$ cat src/rtl/stage3_pkg.sv
// stage3_pkg: shared types and constants for the stage-3 scan scheduler
package stage3_pkg;
    typedef enum logic [1:0] {IDLE, RUN, DONE} sched_state_e;
    localparam logic [15:0] FP16_ZERO = 16'h0000;
    localparam logic [15:0] FP16_PINF = 16'h7C00;
    localparam int NMODE = 8;
endpackage

$ cat src/rtl/lane_hit_reduce.sv
// lane_hit_reduce: popcount, highest set lane and any-hit flag of a masked hit vector
module lane_hit_reduce #(
    parameter int PAR = 12
) (
    input  logic [PAR-1:0]             hits,
    output logic [$clog2(PAR+1)-1:0]   cnt,
    output logic [$clog2(PAR)-1:0]     top,
    output logic                       any
);
    localparam int CW = $clog2(PAR + 1);
    localparam int LW = $clog2(PAR);
    always_comb begin
        cnt = '0;
        top = '0;
        for (int i = 0; i < PAR; i++) begin
            cnt = cnt + CW'(hits[i]);
            if (hits[i]) top = LW'(i);
        end
        any = |hits;
    end
endmodule

$ cat src/rtl/stage3_scan_sched.sv
// stage3_scan_sched: bound configuration and lane-group job scheduler for the stage-3 interval check
module stage3_scan_sched #(
    parameter int WIDTH = 16,
    parameter int IDXW  = 16,
    parameter int PAR   = 12,
    parameter int NMODE = stage3_pkg::NMODE
) (
    input  logic                   clk,
    input  logic                   rst,
    input  logic                   cfg_we,
    input  logic [2:0]             cfg_sel,
    input  logic [WIDTH-1:0]       cfg_lb,
    input  logic [WIDTH-1:0]       cfg_ub,
    output logic [NMODE*WIDTH-1:0] interval_lb,
    output logic [NMODE*WIDTH-1:0] interval_ub,
    input  logic                   start,
    input  logic [IDXW-1:0]        len,
    input  logic                   abort,
    output logic                   busy,
    output logic                   done,
    input  logic                   in_valid,
    output logic                   in_ready,
    output logic [PAR*IDXW-1:0]    idx_o,
    output logic [PAR-1:0]         lane_en,
    input  logic [PAR-1:0]         hit_i,
    output logic [IDXW-1:0]        hit_cnt,
    output logic [IDXW-1:0]        last_hit_idx
);
    import stage3_pkg::*;
    sched_state_e state;
    logic [IDXW:0] base;
    logic [IDXW-1:0] len_q;
    logic [IDXW:0] next_base;
    logic [IDXW:0] cnt_sum;
    logic [$clog2(PAR+1)-1:0] pc;
    logic [$clog2(PAR)-1:0] top_lane;
    logic any_hit;
    logic run;
    logic beat;
    assign run = state == RUN;
    assign busy = run;
    assign in_ready = run;
    assign done = state == DONE;
    assign beat = run && in_valid;
    // One extra bit keeps lane_en correct when base+i crosses 2^IDXW
    for (genvar i = 0; i < PAR; i++) begin : g_lane
        logic [IDXW:0] lane_sum;
        assign lane_sum = base + (IDXW+1)'(i);
        assign idx_o[i*IDXW +: IDXW] = run ? lane_sum[IDXW-1:0] : '0;
        assign lane_en[i] = run && (lane_sum < {1'b0, len_q});
    end
    lane_hit_reduce #(.PAR(PAR)) u_reduce (
        .hits (hit_i & lane_en),
        .cnt  (pc),
        .top  (top_lane),
        .any  (any_hit)
    );
    assign next_base = base + (IDXW+1)'(PAR);
    assign cnt_sum = {1'b0, hit_cnt} + (IDXW+1)'(pc);
    always_ff @(posedge clk) begin
        if (rst) begin
            state        <= IDLE;
            base         <= '0;
            len_q        <= '0;
            hit_cnt      <= '0;
            last_hit_idx <= '0;
            interval_lb  <= {NMODE{WIDTH'(FP16_ZERO)}};
            interval_ub  <= {NMODE{WIDTH'(FP16_PINF)}};
        end else begin
            if (state == IDLE && cfg_we) begin
                interval_lb[cfg_sel*WIDTH +: WIDTH] <= cfg_lb;
                interval_ub[cfg_sel*WIDTH +: WIDTH] <= cfg_ub;
            end
            case (state)
                IDLE: if (start) begin
                    len_q        <= len;
                    base         <= '0;
                    hit_cnt      <= '0;
                    last_hit_idx <= '0;
                    state        <= (len == '0) ? DONE : RUN;
                end
                RUN: begin
                    if (beat) begin
                        hit_cnt <= cnt_sum[IDXW] ? '1 : cnt_sum[IDXW-1:0];
                        if (any_hit) last_hit_idx <= base[IDXW-1:0] + IDXW'(top_lane);
                        base <= next_base;
                        if (next_base >= {1'b0, len_q}) state <= DONE;
                    end
                    if (abort) state <= DONE;
                end
                default: state <= IDLE;
            endcase
        end
    end
endmodule
$ cat config.mk
export PLATFORM = sky130hd
export DESIGN_NAME = stage3_scan_sched
export DESIGN_NICKNAME = d
export VERILOG_FILES = /design/src/rtl/stage3_pkg.sv /design/src/rtl/lane_hit_reduce.sv /design/src/rtl/stage3_scan_sched.sv
export SDC_FILE = /design/constraint.sdc
export NUM_CORES = 1
export LEC_CHECK = 0
export BUFFER_PORTS_ARGS = -buffer_cell sky130_fd_sc_hd__buf_2
export CAP_MARGIN = 20
export CORE_AREA = 2 2 217 219
export CTS_BUF_LIST = sky130_fd_sc_hd__clkbuf_2
export DETAILED_ROUTE_END_ITERATION = 10
export DIE_AREA = 0 0 219 221
export PLACE_DENSITY_LB_ADDON = 0.25
export SLEW_MARGIN = 20
export SYNTH_ARGS = -nofsm -noshare
export SYNTH_HDL_FRONTEND = slang
export SYNTH_SLANG_ARGS = --single-unit
export TNS_END_PERCENT = 1
$ cat constraint.sdc
create_clock -name clk -period 9.57 [get_ports clk]
set_input_delay 0.4785 -clock clk [delete_from_list [all_inputs] [get_ports clk]]
set_output_delay 0.4785 -clock clk [all_outputs]
set_load 0.05 [all_outputs]
* Word-level counts from Yosys, hierarchy flattened
Cells that the tools add are included.
** Operators by class
- $mul :: 0
- Shift operators :: 3
- Muxes and demuxes :: 41
- Reduce and logical (&&, ||, !) cells :: 22
- Div/mod/pow operators :: 0
- Equal/unequal tests :: 7
- $add $sub $neg :: 26
- Magnitude comparators :: 13
- Bitwise operators :: 1
** Operators with widths (count)
- $mux 16 :: 17
- $bwmux 128 :: 2
- $shiftx 16x34->128 :: 2
- $lt 17x16->1 :: 12
- $shift 16x34->128 const A :: 1
- $add 17x4->17 const B :: 5
- $add 17x3->17 const B :: 4
- $pmux 16 s2 :: 2
- $add 4x1->4 :: 10
- $add 17x2->17 const B :: 2
- $mux 17 :: 2
- $neg 7->34 :: 1
- $pmux 17 s2 :: 1
- $add 16x4->17 :: 1
- $add 17x1->17 const B :: 1
- $ge 17x16->1 :: 1
- $add 16x4->16 :: 1
- $logic_not 16->1 :: 1
- $mux 4 :: 4
- $logic_and 1x1->1 :: 14
- $mux 2 :: 7
- $and 12x12->12 :: 1
- $mux 3 :: 4
- $reduce_or 12->1 :: 1
- other kinds (13) :: 16
** Storage, ports and cells
- Input bits :: 69
- ROM bits :: 0
- RAM bits :: 0
- Memories kept :: 0
- Register bits :: 323
- Output and inout bits :: 495
- Bits in latches :: 0
- Logic and storage cells :: 120

* Logic depth before layout (Yosys ltp)
Gate-level depths: netlist (run 1).
- Depth in word-level cells :: 19
- Depth in mapped cells :: 34
- Mapped depth without buffers :: 32

* Hierarchy
From an unflattened synthesis (run 1), not the netlist that was laid out.
** Second synthesis, totals
- Cell total of the unflattened synthesis :: 2341
- Area, all modules :: 18122.4 sq um
** Modules (own cells, without submodules)
- stage3_scan_sched :: area an instance 17734.5 sq um, cells an instance 2294, seq. area each 6426.2 sq um, times used 1
- lane_hit_reduce :: area an instance 387.9 sq um, cells an instance 47, seq. area each 0.0 sq um, times used 1

* Worst setup path after synthesis (run 1)
No wires, ideal clock.
- Path kind :: reg-to-reg
- Start point :: reg base[2]
- End point :: reg hit_cnt[9]
- Setup time :: 0.066 ns
- Path buffers :: 2
- Cell stages (with the launch flop) :: 33
- Period minus slack after synthesis :: 9.986 ns
- Required time :: 9.504 ns
- Setup slack :: -0.416 ns
- Arrival time :: 9.920 ns
- Path through :: dfxtp_1 clkbuf_1 inv_1 ha_1 or3_1 a21oi_1 o21a_1 o21a_1 o21a_1 o21ai_0 a2111oi_0 a2111oi_0 nand2_1 ha_1 inv_1 fa_1 inv_1 fa_1 fa_1 inv_1 fa_1 fa_1 fa_1 nor2b_1 o21ai_0 a211oi_1 and4_1 nand2_1 or2_2 clkbuf_1 a21oi_1 a21oi_1 nor2_1
** Between the ends
- Elaborated cells on any way between the ends :: 51
- Those cells by class :: add/sub: 23; order compare: 12; mux: 3; bitwise: 1; reduce/logical: 12
** RTL lines
- from (decl) :: RTL line stage3_scan_sched.sv:31 : logic [IDXW:0] base;
- from (signal assigned) :: RTL line stage3_scan_sched.sv:86 : base <= next_base;
- $lt 17x16->1 :: RTL line stage3_scan_sched.sv:50 : assign lane_en[i] = run && (lane_sum < {1'b0, len_q});
- $logic_and 1x1->1 :: RTL line stage3_scan_sched.sv:50
- net lane_en[0] :: RTL line stage3_scan_sched.sv:24 : output logic [PAR-1:0] lane_en,
- $and 12x12->12 :: RTL line stage3_scan_sched.sv:53 : .hits (hit_i & lane_en),
- $add 1x1->2 :: RTL line lane_hit_reduce.sv:16 : cnt = cnt + CW'(hits[i]);
- $add 4x1->4 (10 in a row) :: RTL line lane_hit_reduce.sv:16
- $add 16x4->17 :: RTL line stage3_scan_sched.sv:59 : assign cnt_sum = {1'b0, hit_cnt} + (IDXW+1)'(pc);
- $mux 16 :: RTL line stage3_scan_sched.sv:84 : hit_cnt <= cnt_sum[IDXW] ? '1 : cnt_sum[IDXW-1:0];
- $mux 16 :: RTL line stage3_scan_sched.sv:83 : if (beat) begin
- $pmux 16 s2 :: RTL line stage3_scan_sched.sv:74 : case (state)
- to (signal assigned) :: RTL line stage3_scan_sched.sv:84
- to (decl) :: RTL line stage3_scan_sched.sv:26 : output logic [IDXW-1:0] hit_cnt,
The timed path passes the listed nets, and every way through them passes these cells. The select of a mux whose other input is x is not followed.
A chain may end at the register's enable or synchronous reset.

* Worst setup path in the final report (run 1)
- Start point :: reg base[8]
- End point :: reg hit_cnt[11]
** Between the ends
- Cells in the longest elaborated chain, start to end :: 19
- Elaborated cells on any way between the ends :: 51
- Those cells by class :: add/sub: 23; order compare: 12; mux: 3; bitwise: 1; reduce/logical: 12
** Ends and longest elaborated chain
- $add 17x1->17 :: RTL line stage3_scan_sched.sv:48 : assign lane_sum = base + (IDXW+1)'(i);
- $lt 17x16->1 :: RTL line stage3_scan_sched.sv:50
- $logic_and 1x1->1 :: RTL line stage3_scan_sched.sv:50
- $and 12x12->12 (*) :: RTL line stage3_scan_sched.sv:53
- $add 1x1->2 :: RTL line lane_hit_reduce.sv:16
- $add 4x1->4 (9 in a row) :: RTL line lane_hit_reduce.sv:16
- $add 4x1->4 (*) :: RTL line lane_hit_reduce.sv:16
- $add 16x4->17 (*) :: RTL line stage3_scan_sched.sv:59
- $mux 16 (*) :: RTL line stage3_scan_sched.sv:84
- $mux 16 (*) :: RTL line stage3_scan_sched.sv:83
- $pmux 16 s2 (*) :: RTL line stage3_scan_sched.sv:74
Every way passes the cells marked *; elsewhere a longest branch is shown, timed or not. The select of a mux whose other input is x is not followed.

==> impl_metrics.json, run 1 <==
{
  "drt_first_iter_violations": 1400,
  "status": "finished, final reports clean",
  "worst_r2r_path_depth": 27,
  "drive_above_1_share_pct": 25.3,
  "cpMostUsedCell": "fa_1",
  "power.leakage_nw": 10.7,
  "dieArea_sq_um": 48400,
  "worstPathRequired_ns": 10.56,
  "p_per_area_nw_per_um2": 133,
  "clk_latency_ns": 1.12,
  "fin_util_pct": 47.8,
  "cts.sinks": 321,
  "start_util_pct": 39.7,
  "syn_to_final_growth_pct": 20.5,
  "overflow": 0,
  "drc": 0,
  "p_switching_mw": 1.07,
  "crit_type": "reg2reg",
  "dp_slack_ns": 0.939,
  "synth_edf_count": 0,
  "vias": 18800,
  "ys_top_cells_by_count": "nand2_1 (527), dfxtp_1 (321), a21oi_1 (295)",
  "netlist.top_cell.by_area": "dfxtp_1",
  "die_h_um": 221,
  "pwr-share-seq_pct": 47.1,
  "max_freq_mhz": 114,
  "crit_cells": 27,
  "cts_buffers": 85,
  "switching_share_pct": 36.5,
  "p_comb_share_pct": 21.3,
  "wl_per_cell_um": 20.5,
  "ys.flop_type": "dfxtp_1",
  "rsz0062_at_grt": "false",
  "skew_ns": 0.0724,
  "hold_path.class": "in2reg",
  "slowest_stage": "nor3_1",
  "fin_nets": 3077,
  "ys_seq_area_share_pct": 35.2,
  "syn_area_sq_um": 18300,
  "maxCapViolCount": 0,
  "yosysWarnings": 0,
  "tns_ns": 0,
  "dr.pass1.iters": 5,
  "post-route-cell-area_sq_um": 22000,
  "grt_max_degree": 104,
  "tightest_slew_ns": 1.13,
  "synth_cells": 2397,
  "routed_wirelength_um": 72300,
  "antenna_found_initial": 2,
  "clk_transition_reported_paths_ns": 0.12,
  "dp_hpwl_um": 52800,
  "grt_pass1_vias": 18000,
  "fillCellCount": 4623,
  "coreArea_sq_um": 46100,
  "synth.area.top_cells": "dfxtp_1 (35%), nand2_1 (11%), ha_1 (9.5%)",
  "synth-async-reset-ratio_pct": 0,
  "fp.dieW_um": 219,
  "setup_ws_ns": 0.804,
  "cts-resized-gates": 0,
  "clockBufferDepth": 3,
  "viasPerCell": 5.35,
  "h-tree-depth": 3,
  "gp_congestion": 0.948,
  "worstHoldPathCells": 4,
  "synth.most_common_cell": "nand2_1",
  "synth-seq-cells": 321,
  "period_minus_slack_ns": 8.77,
  "cts_tree": "built",
  "std_cell_rows": 79,
  "crit_path_start_kind": "register",
  "track_usage_pct": 28.9,
  "numPortBuffers": 551,
  "cp_max_fo": 15,
  "grt_pass1_wl_um": 108000,
  "path_buf_inv": 4,
  "slowest_delay_ns": 0.61,
  "relSlewSlack_pct": 24.5,
  "path_delay_family": "simple AND/OR/NAND/NOR gates",
  "ant_nets": 0,
  "place_area_sq_um": 20700,
  "worstPathArrival_ns": 9.76,
  "synth.top_cell.area_share_pct": 35.2,
  "finalCritPeriodShare_pct": 91.6,
  "p_int_mw": 1.86,
  "hold_viol_final": 0,
  "syn_area_per_cell_sq_um": 7.62,
  "drv_slew": 0,
  "root_buffer": "clkbuf_2",
  "power_frac_clock_pct": 31.7,
  "vdd_drop_max_mv": 0.117,
  "synth.distinct_cells": 77,
  "setup_viol_count_final": 0,
  "endpoint_kind": "register",
  "io_pins": 564
}
## area by class of cell
type                            instances  area, sq um  area share, %
Inverter                               59          221           1.01
Clock inverter                         26          130          0.591
Antenna cell                            2         5.00         0.0227
Timing Repair Buffer                  653         3680           16.7
Sequential cell                       321         6430           29.2
Tap cell                              607          759           3.45
Multi-Input combinational cell       1742        10200           46.4
Clock buffer                          113          566           2.57
## metal layers
metal	up-vias	global-route usage, %	wire length (um)
li1	8940	-	-
met1	8853	33.2	27800
met2	889	50.6	35700
met3	157	7.05	5910
met4	0	12.9	2870
met5	-	0	0
## final timing paths
check / start / end / slack (ns)
worst min register to register: interval_lb[108] / interval_lb[108] / 0.45
worst min-delay path: len[6] / len_q[6] / 0.25
worst max register to register: base[8] / hit_cnt[11] / 0.80
worst max-delay path: base[8] / hit_cnt[11] / 0.80
## cells by family after synthesis
kind of cell    synth area share, %
simple gates                   25.6
compound gates                 15.1
buf+inv                        9.34
flops                          35.2
fa+ha+maj                      10.3
xor+xnor                       4.49
other cells                  0.0205
## registers in the layout, summed over array words and instances, names as in the netlist
register and cells:
interval_lb 128, state 2, base 15, interval_ub 128, len_q 16, hit_cnt 16
last_hit_idx 16
## power groups by stage
stage          logic, mW  registers, mW  clock network (mW)
3_3_place_gp       0.590           1.41                   0
2_1_floorplan      0.360           1.48                   0
4_1_cts            0.618           1.38               0.956
5_1_grt            0.666           1.38                1.02
3_5_place_dp       0.596           1.41                   0
6_report           0.622           1.38               0.927
## stage by stage
| stage | instances | hold WS, ns | total power [mW] |
|---|---|---|---|
| 3_3_place_gp | 3321 | 0.436 | 2.00 |
| 6_report | 3523 | 0.249 | 2.93 |
| 3_5_place_dp | 3321 | 0.440 | 2.00 |
| 4_1_cts | 3521 | 0.103 | 2.95 |
| 2_1_floorplan | 2409 | 0.436 | 1.84 |
| 5_1_grt | 3523 | 0.178 | 3.07 |
## what timing repair did
| item | in CTS | in global routing |
|---|---|---|
| setup buffers | 0 | 0 |
| hold endpoints to repair | 280 | 0 |
| endpoints found under the setup margin | 0 | 0 |
| hold buffers | 61 | 0 |
## worst min-delay path, cell delays in order
cell           delay [ns]
dlygate4sd3_1        0.54
buf_2                0.13
nand2_1              0.06
a21oi_1              0.05
## layout by cell type (no fill, tap or decap), types with 16 or more instances in the layout
master	n
a21o_1	18
a21oi_1	295
and2_1	101
buf_2	550
buf_4	41
clkbuf_2	113
clkinv_1	20
dfxtp_1	321
dlygate4sd3_1	61
ha_1	138
inv_1	57
nand2_1	527
nand2b_1	16
nand3_1	143
nand4_1	24
nor2_1	95
nor3_1	25
o211ai_1	21
o21ai_0	41
o21ai_1	16
xnor2_1	32
xor2_1	58
No activity file was read; power rests on OpenSTA's default activity.
==> run 2: changes to the inputs <==
- CTS_CLUSTER_SIZE: default -> 14
- MAX_ROUTING_LAYER: default -> met4
==> run 2 against run 1 <==
Critical path depth is 3 higher. Critical path type unchanged. Die area stayed put. Final area is 1.0% higher. Hold slack better by 0.016 ns.
==> impl_metrics.json, run 2 (synthesis results as in run 1) <==
{
  "drt_first_iter_violations": 1320,
  "hold_viol_final": 0,
  "fin_nets": 3087,
  "min-delay-start": "hit_i[5]",
  "hold_path.class": "in2reg",
  "grt_pass1_vias": 18300,
  "r2r_setup_slack_ns": 0.85,
  "grt_pass1_wl_um": 109000,
  "endpoint_kind": "register",
  "ant_nets": 0,
  "viasPerCell": 5.33,
  "track_usage_pct": 30.2,
  "max_freq_mhz": 115,
  "gp_congestion": 0.961,
  "cts_tree": "built",
  "drive_above_1_share_pct": 25.7,
  "vias": 18900,
  "p_per_area_nw_per_um2": 137,
  "crit_start": "base[2]",
  "tightest_slew_ns": 1.08,
  "maxCapViolCount": 0,
  "clk_transition_reported_paths_ns": 0.10,
  "die_h_um": 221,
  "wl_per_cell_um": 20.6,
  "cts-resized-gates": 0,
  "crit_path_start_kind": "register",
  "coreArea_sq_um": 46100,
  "io_pins": 564,
  "drc": 0,
  "dp_hpwl_um": 53000,
  "clk_latency_ns": 1.08,
  "slowest_delay_ns": 0.80,
  "slowest_stage": "a2111oi_1",
  "period_minus_slack_ns": 8.72,
  "drv_slew": 0,
  "root_buffer": "clkbuf_2",
  "h-tree-depth": 3,
  "tns_ns": 0,
  "cts.sinks": 321,
  "rsz0062_at_grt": "false",
  "r2r_end": "hit_cnt[11]",
  "dr.pass1.iters": 6,
  "status": "finished, final reports clean",
  "finalCritPeriodShare_pct": 91.1,
  "worst_r2r_path_depth": 30,
  "crit-reg2reg-launch": "base[2]",
  "power.leakage_nw": 10.8,
  "fillCellCount": 4645,
  "setup_viol_count_final": 0,
  "start_util_pct": 39.7,
  "numPortBuffers": 551,
  "syn_to_final_growth_pct": 21.7,
  "endpoint": "hit_cnt[11]",
  "worstPathArrival_ns": 9.63,
  "clockBufferDepth": 3,
  "vdd_drop_max_mv": 0.102,
  "final_cell_mix": "buf_2 (550), nand2_1 (527), dfxtp_1 (321)",
  "std_cell_rows": 79,
  "reg_top3": "interval_lb x128, interval_ub x128",
  "relSlewSlack_pct": 27.5,
  "final_common_cell": "buf_2",
  "routed_wirelength_um": 72900,
  "antenna_found_initial": 1,
  "crit_type": "reg2reg",
  "fp.dieW_um": 219,
  "worstPathRequired_ns": 10.48,
  "whs_ns": 0.265,
  "grt_max_degree": 104,
  "cts_buffers": 86,
  "cpMostUsedCell": "fa_1",
  "fin_util_pct": 48.3,
  "dieArea_sq_um": 48400,
  "overflow": 0,
  "skew_ns": 0.121,
  "cp_max_fo": 13
}
==> run 2: per-stage QoR <==
| stage | instances | total power [mW] | setup WS (ns) | instance area (sq um) |
|---|---|---|---|---|
| finish | 3543 | 3.05 | 0.852 | 22200 |
| global route | 3543 | 3.20 | 0.384 | 22200 |
| CTS | 3542 | 3.07 | 0.958 | 22200 |
| detailed placement | 3321 | 2.00 | 1.02 | 20700 |
| global placement | 3321 | 1.99 | 1.20 | 20700 |
| floorplan | 2409 | 1.84 | 0.345 | 18300 |
==> run 2: layer usage <==
| metal | vias to the layer above | share of wire [%] | GRT usage [%] | wire length, um |
|---|---|---|---|---|
| li1 | 8969 | - | - | - |
| met1 | 8892 | 39 | 33.6 | 28200 |
| met2 | 835 | 49 | 50.4 | 35500 |
| met3 | 172 | 7.7 | 6.98 | 5640 |
| met4 | 0 | 4.9 | 15.4 | 3570 |
| met5 | - | 0 | - | 0 |
==> run 2: worst min-delay path by stage <==
stage / endpoint / slack [ns] / cells after the start
after floorplan: len_q[10] / 0.44 / 2
after global placement: interval_ub[88] / 0.44 / 2
after detailed placement: interval_lb[111] / 0.44 / 2
after CTS: last_hit_idx[3] / 0.10 / 7
after global routing: interval_lb[122] / 0.22 / 4
final: last_hit_idx[3] / 0.27 / 7
==> run 2: critical path, delay by kind of cell, from the launching register on <==
family                     cells  cell delay [ns]
adders and majority gates      8             3.65
AOI/OAI and AO/OA             11             2.63
and+or+nand+nor                7             1.35
DFF                            1             0.63
buffers and inverters          4             0.36
==> run 2: report_power, final <==
part	leakage (nW)	internal (mW)	switching (mW)	total (mW)
registers	2.59	1.36	0.0164	1.38
clock network	0.618	0.433	0.613	1.05
logic	7.59	0.174	0.451	0.626
==> run 2: timing repair <==
item,in CTS,in global routing
hold buffers,70,0
buffers inserted,0,0
hold endpoints to repair,301,0
==> run 2: cell type report <==
cell class,instances,area [sq um],share of cell area (%)
Clock inverter,28,218,0.979
Clock buffer,123,616,2.77
Multi-Input combinational cell,1742,10200,46.0
Sequential cell,321,6430,28.9
Timing Repair Buffer,662,3770,17.0
Inverter,59,221,0.996
Antenna cell,1,2.50,0.0113
Tap cell,607,759,3.42
